**config.mk**
```make
export PLATFORM = sky130hd
export DESIGN_NAME = ammo_launcher_flat
export DESIGN_NICKNAME = d
export VERILOG_FILES = /design/src/rtl/ammo_launcher_pkg.sv /design/src/rtl/ammo_launcher_if.sv /design/src/rtl/ammo_launcher_frame_countdown.sv /design/src/rtl/ammo_launcher.sv /design/src/flat_wrapper.sv
export SDC_FILE = /design/constraint.sdc
export NUM_CORES = 1
export LEC_CHECK = 0
export BUFFER_PORTS_ARGS = -buffer_cell sky130_fd_sc_hd__buf_2
export CORE_ASPECT_RATIO = 0.8
export CORE_MARGIN = 2
export CORE_UTILIZATION = 40
export DETAILED_ROUTE_END_ITERATION = 8
export GPL_ROUTABILITY_DRIVEN = 0
export GPL_TIMING_DRIVEN = 1
export MAX_ROUTING_LAYER = met4
export SLEW_MARGIN = 20
export SYNTH_ARGS = -nofsm -noshare
export SYNTH_HDL_FRONTEND = slang
export SYNTH_SLANG_ARGS = --single-unit
```
**constraint.sdc**
```tcl
create_clock -name frame_clk -period 2.65 [get_ports frame_clk]
set_clock_uncertainty 0.05 [all_clocks]
set_input_delay 0.3975 -clock frame_clk [delete_from_list [all_inputs] [get_ports frame_clk]]
set_output_delay 0.3975 -clock frame_clk [all_outputs]
set_load 0.005 [all_outputs]
```
**src/rtl/ammo_launcher_pkg.sv**
```systemverilog
// Shared launcher types and screen geometry; the obstacle field uses the same bounds.
package launcher_pkg;

    typedef enum logic [1:0] {
        IDLE     = 2'd0,
        FLYING   = 2'd1,
        COOLDOWN = 2'd2,
        RELOAD   = 2'd3
    } state_t;

    // Park position sits beyond X_MAX so an idle round can never overlap an obstacle.
    localparam logic [9:0] PARK_X = 10'd1000;
    localparam logic [9:0] PARK_Y = 10'd1000;
    localparam logic [9:0] Y_MIN  = 10'd3;
    localparam logic [9:0] X_MAX  = 10'd636;

endpackage

```
**src/rtl/ammo_launcher_if.sv**
```systemverilog
// Player/obstacle-field side bus of the launcher: ship and key inputs, round position and status.
interface ammo_launcher_if;

    logic       fire_key;
    logic [9:0] ship_x;
    logic [9:0] ship_y;
    logic [9:0] ship_size;
    logic       bullet_hit;
    logic [9:0] ball_ammo_x;
    logic [9:0] ball_ammo_y;
    logic [9:0] ball_ammo_size;
    logic       ammo_active;
    logic [7:0] ammo_left;
    logic       shot_fired;
    logic       ammo_hit;

    modport slave (
        input  fire_key, ship_x, ship_y, ship_size, bullet_hit,
        output ball_ammo_x, ball_ammo_y, ball_ammo_size,
        output ammo_active, ammo_left, shot_fired, ammo_hit
    );

    modport master (
        output fire_key, ship_x, ship_y, ship_size, bullet_hit,
        input  ball_ammo_x, ball_ammo_y, ball_ammo_size,
        input  ammo_active, ammo_left, shot_fired, ammo_hit
    );

endinterface

```
**src/rtl/ammo_launcher_frame_countdown.sv**
```systemverilog
// 8-bit frame countdown: load wins over decrement, stops at zero, done while the value is 1.
module frame_countdown (
    input  logic       clk,
    input  logic       rst,
    input  logic       i_load,
    input  logic [7:0] i_load_val,
    output logic       o_done
);

    logic [7:0] r_count;

    always_ff @(posedge clk or posedge rst) begin
        if (rst) begin
            r_count <= 8'd0;
        end else if (i_load) begin
            r_count <= i_load_val;
        end else if (r_count != 8'd0) begin
            r_count <= r_count - 8'd1;
        end
    end

    assign o_done = (r_count == 8'd1);

endmodule

```
**src/rtl/ammo_launcher.sv**
```systemverilog
// Single-round projectile launcher: spawns above the ship on a fire edge, climbs one step
// per frame, retires on hit or top exit, then runs cooldown and magazine reload.
module ammo_launcher
    import launcher_pkg::*;
#(
    parameter int AMMO_SIZE       = 4,
    parameter int AMMO_Y_STEP     = 6,
    parameter int COOLDOWN_FRAMES = 8,
    parameter int MAG_CAPACITY    = 10,
    parameter int RELOAD_FRAMES   = 60
) (
    input  logic             frame_clk,
    input  logic             Reset,
    ammo_launcher_if.slave   bus
);

    localparam logic [9:0]  L_SIZE     = 10'(AMMO_SIZE);
    localparam logic [9:0]  L_STEP     = 10'(AMMO_Y_STEP);
    localparam logic [9:0]  L_TOP_EXIT = 10'(Y_MIN + L_STEP);
    localparam logic [7:0]  L_COOL     = 8'(COOLDOWN_FRAMES);
    localparam logic [7:0]  L_RELOAD   = 8'(RELOAD_FRAMES);
    localparam logic [7:0]  L_MAG      = 8'(MAG_CAPACITY);

    state_t      r_state;
    logic [9:0]  r_x;
    logic [9:0]  r_y;
    logic        r_active;
    logic [7:0]  r_left;
    logic        r_shot;
    logic        r_hit;
    logic        r_prev_fire;

    logic        w_fire_edge;
    logic        w_top_exit;
    logic [10:0] w_spawn_floor;
    logic [9:0]  w_launch_y;
    logic        w_cd_load;
    logic [7:0]  w_cd_val;
    logic        w_cd_done;

    assign w_fire_edge = bus.fire_key & ~r_prev_fire;
    // Compare before subtracting so the round parks instead of wrapping past zero.
    assign w_top_exit  = (r_y < L_TOP_EXIT);

    // Widened sum keeps the saturation test correct even for very large ship radii.
    assign w_spawn_floor = {1'b0, bus.ship_size} + {1'b0, Y_MIN};
    assign w_launch_y    = ({1'b0, bus.ship_y} < w_spawn_floor) ? Y_MIN
                                                                : (bus.ship_y - bus.ship_size);

    always_comb begin
        w_cd_load = 1'b0;
        w_cd_val  = L_COOL;
        case (r_state)
            FLYING: begin
                if (bus.bullet_hit || w_top_exit) begin
                    w_cd_load = 1'b1;
                end
            end
            COOLDOWN: begin
                if (w_cd_done && (r_left == 8'd0)) begin
                    w_cd_load = 1'b1;
                    w_cd_val  = L_RELOAD;
                end
            end
            default: ;
        endcase
    end

    frame_countdown u_countdown (
        .clk        (frame_clk),
        .rst        (Reset),
        .i_load     (w_cd_load),
        .i_load_val (w_cd_val),
        .o_done     (w_cd_done)
    );

    always_ff @(posedge frame_clk or posedge Reset) begin
        if (Reset) begin
            r_state     <= IDLE;
            r_x         <= PARK_X;
            r_y         <= PARK_Y;
            r_active    <= 1'b0;
            r_left      <= L_MAG;
            r_shot      <= 1'b0;
            r_hit       <= 1'b0;
            r_prev_fire <= 1'b1;
        end else begin
            r_prev_fire <= bus.fire_key;
            r_shot      <= 1'b0;
            r_hit       <= 1'b0;
            case (r_state)
                IDLE: begin
                    if (w_fire_edge && (r_left != 8'd0)) begin
                        r_state  <= FLYING;
                        r_x      <= bus.ship_x;
                        r_y      <= w_launch_y;
                        r_left   <= r_left - 8'd1;
                        r_shot   <= 1'b1;
                        r_active <= 1'b1;
                    end
                end
                FLYING: begin
                    if (bus.bullet_hit || w_top_exit) begin
                        r_hit    <= bus.bullet_hit;
                        r_x      <= PARK_X;
                        r_y      <= PARK_Y;
                        r_active <= 1'b0;
                        r_state  <= COOLDOWN;
                    end else begin
                        r_y <= r_y - L_STEP;
                    end
                end
                COOLDOWN: begin
                    if (w_cd_done) begin
                        r_state <= (r_left != 8'd0) ? IDLE : RELOAD;
                    end
                end
                RELOAD: begin
                    if (w_cd_done) begin
                        r_left  <= L_MAG;
                        r_state <= IDLE;
                    end
                end
                default: r_state <= IDLE;
            endcase
        end
    end

    assign bus.ball_ammo_x    = r_x;
    assign bus.ball_ammo_y    = r_y;
    assign bus.ball_ammo_size = L_SIZE;
    assign bus.ammo_active    = r_active;
    assign bus.ammo_left      = r_left;
    assign bus.shot_fired     = r_shot;
    assign bus.ammo_hit       = r_hit;

endmodule

```
**src/flat_wrapper.sv**
```systemverilog
// flat-port wrapper written by rule: the top's interface ports become plain ports
module ammo_launcher_flat import launcher_pkg::*;
#(
    parameter int AMMO_SIZE       = 4,
    parameter int AMMO_Y_STEP     = 6,
    parameter int COOLDOWN_FRAMES = 8,
    parameter int MAG_CAPACITY    = 10,
    parameter int RELOAD_FRAMES   = 60
)
  (frame_clk, Reset, bus_fire_key, bus_ship_x, bus_ship_y, bus_ship_size, bus_bullet_hit, bus_ball_ammo_x, bus_ball_ammo_y, bus_ball_ammo_size, bus_ammo_active, bus_ammo_left, bus_shot_fired, bus_ammo_hit);
  ammo_launcher_if bus_i ();
  input  logic frame_clk;
  input  logic Reset;
  input wire logic [$bits(bus_i.fire_key)-1:0] bus_fire_key;
  input wire logic [$bits(bus_i.ship_x)-1:0] bus_ship_x;
  input wire logic [$bits(bus_i.ship_y)-1:0] bus_ship_y;
  input wire logic [$bits(bus_i.ship_size)-1:0] bus_ship_size;
  input wire logic [$bits(bus_i.bullet_hit)-1:0] bus_bullet_hit;
  output wire logic [$bits(bus_i.ball_ammo_x)-1:0] bus_ball_ammo_x;
  output wire logic [$bits(bus_i.ball_ammo_y)-1:0] bus_ball_ammo_y;
  output wire logic [$bits(bus_i.ball_ammo_size)-1:0] bus_ball_ammo_size;
  output wire logic [$bits(bus_i.ammo_active)-1:0] bus_ammo_active;
  output wire logic [$bits(bus_i.ammo_left)-1:0] bus_ammo_left;
  output wire logic [$bits(bus_i.shot_fired)-1:0] bus_shot_fired;
  output wire logic [$bits(bus_i.ammo_hit)-1:0] bus_ammo_hit;
  assign bus_i.fire_key = bus_fire_key;
  assign bus_i.ship_x = bus_ship_x;
  assign bus_i.ship_y = bus_ship_y;
  assign bus_i.ship_size = bus_ship_size;
  assign bus_i.bullet_hit = bus_bullet_hit;
  assign bus_ball_ammo_x = bus_i.ball_ammo_x;
  assign bus_ball_ammo_y = bus_i.ball_ammo_y;
  assign bus_ball_ammo_size = bus_i.ball_ammo_size;
  assign bus_ammo_active = bus_i.ammo_active;
  assign bus_ammo_left = bus_i.ammo_left;
  assign bus_shot_fired = bus_i.shot_fired;
  assign bus_ammo_hit = bus_i.ammo_hit;
  ammo_launcher #(.AMMO_SIZE(AMMO_SIZE), .AMMO_Y_STEP(AMMO_Y_STEP), .COOLDOWN_FRAMES(COOLDOWN_FRAMES), .MAG_CAPACITY(MAG_CAPACITY), .RELOAD_FRAMES(RELOAD_FRAMES)) u_core (.frame_clk(frame_clk), .Reset(Reset), .bus(bus_i));
endmodule
```
==> summary.json <==
{
  "synth": {
    "synth_sequential_area_ratio": 0.335,
    "synth.avg_cell_area_sq_um": 8.97,
    "yosys-top-cells-count": "sky130_fd_sc_hd__ha_1, sky130_fd_sc_hd__nand2_1, sky130_fd_sc_hd__nor2_1, sky130_fd_sc_hd__a21oi_1, sky130_fd_sc_hd__dfrtp_1",
    "synth_top_family_by_area": "compound AO/OA/AOI/OAI gates",
    "synth_enable_flop_cells": 0,
    "synth.yosys.warnings": 0,
    "ys_seq_elements": 42,
    "synth_simple_gate_area_share": 0.198,
    "synth_top_cell_by_area": "sky130_fd_sc_hd__dfrtp_1",
    "synth-compound-area-share": 0.233,
    "muxShareOfSynthArea": 0.00314,
    "synth_xor_area_frac": 0.0494,
    "syn_inst": 356,
    "synthesis.area_sq_um": 3190,
    "synthDistinctLibCells": 62,
    "dominantRegCellSynth": "sky130_fd_sc_hd__dfrtp_1",
    "asyncSetResetFlopFracSynth": 1.00,
    "synth_area_leaders": "sky130_fd_sc_hd__dfrtp_1, sky130_fd_sc_hd__dfstp_2, sky130_fd_sc_hd__ha_1",
    "yosysTopAreaCellShare": 0.212,
    "post_synth_fa_ha_maj_area_fraction": 0.120
  },
  "power": {
    "pwr_density_cell_nw_per_um2": 1030,
    "power_frac_clock": 0.112,
    "sequential_share_of_power": 0.346,
    "internal_power_mw": 2.20,
    "switching_share": 0.438,
    "worst_ir_drop_vdd_mv": 0.552,
    "power.static_leakage_nw": 1.80,
    "finalPower_mw": 3.91,
    "p_sw_mw": 1.71,
    "power.combinational.fraction": 0.542
  },
  "critical_path": {
    "critical_path_origin": "bus_ship_size[0]",
    "critical_path.reg2reg.startpoint": "u_core.bus.ammo_left[1]",
    "path_max_fanout": 6,
    "type_of_the_worst_setup_path": "in2reg",
    "timing.critical_path.slowest_stage_cell": "sky130_fd_sc_hd__nor4_1",
    "timing.critical_path.arrival_ns": 2.58,
    "critPathLaunchType": "input pin",
    "path_depth": 13,
    "endpoint_kind": "flop",
    "worstPathRequired_ns": 2.78,
    "worst_path_buffer_plus_inverter_count": 3,
    "worst_path_largest_cell_delay_ns": 0.30,
    "reg2regPathDepth": 8,
    "crit_path_top_cell_by_count": "sky130_fd_sc_hd__ha_1",
    "path_cells": "buf_2 > inv_1 > ha_1 > nor4_1 > xnor2_1 > ha_1 > a21o_1 > a21oi_2 > a32o_1 > a31oi_2 > buf_4 > a221oi_1 > nor2_1",
    "cp_top_family": "compound AO/OA/AOI/OAI gates"
  },
  "placed_design": {
    "port_buffers": 64,
    "placedCellCount": 539,
    "half_perimeter_wire_length_of_the_detailed_placement_result_mm": 6.03,
    "place_area_sq_um": 3710
  },
  "drt": {
    "first_pass_iters": 4,
    "detailedRoute.firstIterationViolations": 150,
    "total_via_count_in_the_routed_design": 2860,
    "viasPerCell": 5.23,
    "totalWireLength_mm": 7.66,
    "drt-wirelength-per-cell_um": 14.0,
    "drc": 0,
    "ant_nets_after_route": 0
  },
  "clock_tree": {
    "cts_buffers": 5,
    "cts.hold.buffers_added": 0,
    "cts_num_sinks": 42,
    "cts.path.max_buffers": 2,
    "cts_max_level": 2,
    "clk_latency_ns": 0.30,
    "cts.clk_slew.worst_paths_ns": 0.08,
    "cts_root_buffer": "sky130_fd_sc_hd__clkbuf_8",
    "tritoncts": "yes"
  },
  "final_layout": {
    "nNetsFinal": 502,
    "stdcell_area_sq_um": 3810,
    "fill_cells": 782,
    "layout-drive-gt1-share": 0.287,
    "final-instance-count-excl-fill": 547,
    "diodes": 0,
    "multiInputGateArea_sq_um": 1970,
    "seqCellArea_sq_um": 1070,
    "synth_to_layout_area_growth_pct": 19.4
  },
  "timing": {
    "layout_worst_path_cycle_share": 0.923,
    "final.hold.worst_slack_ns": 0.154,
    "final.setup.tns_ns": 0,
    "setup_repair_after_global_routing_missed_its_margin": "false",
    "finalSetupViolCount": 0,
    "timing.final.hold_violations": 0,
    "post-route-min-period_ns": 2.45,
    "max_fclk_mhz": 409,
    "slew_headroom": 0.630,
    "final-max-slew-violation-count": 0,
    "worst-slew-pin-transition_ns": 0.555
  },
  "die": {
    "placementRows": 29,
    "coreArea_sq_um": 7840,
    "ioPinCount": 75,
    "dieArea_sq_um": 8710,
    "die_height_um": 83.9,
    "start_util": 0.407,
    "die-width_um": 104
  },
  "worst_hold_path": {
    "min_delay_path_depth": 1,
    "min-delay-start": "bus_fire_key",
    "hold_path.class": "in2reg"
  },
  "flow_run": {
    "timing.max_cap.violations": 0
  },
  "global_routing": {
    "grt_antenna_before_repair": 0,
    "grt_pass1_wl_mm": 12.5,
    "globalRouteOverflowTotal": 0,
    "via_count_of_the_first_global_routing_pass": 2591,
    "track_usage": 0.180,
    "grt_max_degree": 43
  },
  "status": {
    "run_status": "finished, final reports clean"
  }
}
-- through the flow --
stage | worst slack (ns) | utilization
after detailed placement | -0.156 | 0.473
after CTS | 0.165 | 0.485
after floorplan | 0.0237 | -
final | 0.203 | 0.486
after global placement | -0.0388 | 0.473
after global routing | 0.0510 | 0.486
-- registers in the layout, summed over array words and instances, names as in the netlist --
register	cells
u_core.u_countdown.r_count	8
u_core.bus.shot_fired	1
u_core.bus.ball_ammo_y	10
u_core.bus.ball_ammo_x	10
u_core.bus.ammo_left	8
u_core.bus.ammo_hit	1
u_core.r_prev_fire	1
u_core.bus.ammo_active	1
u_core.r_state	2
-- cell usage in the layout (no fill, tap or decap), drive strengths merged, types with 3 or more instances in the layout --
| master | n |
|---|---|
| o21ai | 21 |
| o22a | 6 |
| xor2 | 6 |
| ha | 29 |
| a211oi | 3 |
| a31oi | 5 |
| dfrtp | 27 |
| a22o | 8 |
| nor4 | 8 |
| inv | 23 |
| a21oi | 29 |
| conb | 10 |
| xnor2 | 12 |
| o31ai | 3 |
| buf | 82 |
| a211o | 3 |
| nand3 | 9 |
| a21o | 4 |
| a221oi | 3 |
| o22ai | 3 |
| nor2b | 6 |
| nor3 | 12 |
| and2 | 4 |
| nand2 | 30 |
| or3 | 3 |
| dfstp | 15 |
| o21a | 5 |
| nand2b | 7 |
| clkbuf | 7 |
| nor2 | 31 |
-- logic make-up (layout without fill, tap and decap cells) --
| group | after synthesis | after routing |
|---|---|---|
| muxes | 1 | 1 |
| and+or+nand+nor | 120 | 120 |
| buffers and inverters | 38 | 113 |
| DFF | 42 | 42 |
| other | 2 | 10 |
| adders and majority gates | 30 | 30 |
| AOI/OAI and AO/OA | 105 | 105 |
| xor gates and xnor gates | 18 | 18 |
-- metal layers --
layer  part of all wire  up-vias  global-route usage
li1                   -     1425                   -
met3              0.044        9              0.0343
met1               0.53     1352               0.259
met4              0.010        0              0.0405
met2               0.42       74               0.263
met5                  0        -                   -
-- what timing repair did --
item,CTS,global route
gates resized for setup,0,2
endpoints found under the hold margin,0,0
setup buffers,0,0
setup endpoints to repair,0,4
-- final timing paths --
check | endpoint | slack, ns
max reg2reg | u_core.bus.ball_ammo_y[6] | 0.44
min | u_core.r_prev_fire | 0.15
min in group asynchronous | u_core.u_countdown.r_count[7] | 0.18
min reg2reg | u_core.bus.ammo_active | 0.44
max | u_core.bus.ball_ammo_y[2] | 0.20
max in group asynchronous | u_core.bus.ball_ammo_y[8] | 2.00
-- power by group through the flow --
stage / Combinational (mW) / Sequential (mW) / Clock, mW
2_1_floorplan: 1.48 / 1.32 / 0
3_3_place_gp: 2.08 / 1.35 / 0
3_5_place_dp: 2.13 / 1.35 / 0
4_1_cts: 2.13 / 1.35 / 0.447
5_1_grt: 2.37 / 1.41 / 0.482
6_report: 2.12 / 1.35 / 0.437
-- final cells by class --
cell class,count,area share
clock inverter,1,0.00131
multi-input combinational,284,0.518
sequential,42,0.281
inverter,23,0.0226
timing repair buffer,82,0.119
tap,108,0.0354
clock buffer,7,0.0226
(Power assumes the default switching activity.)
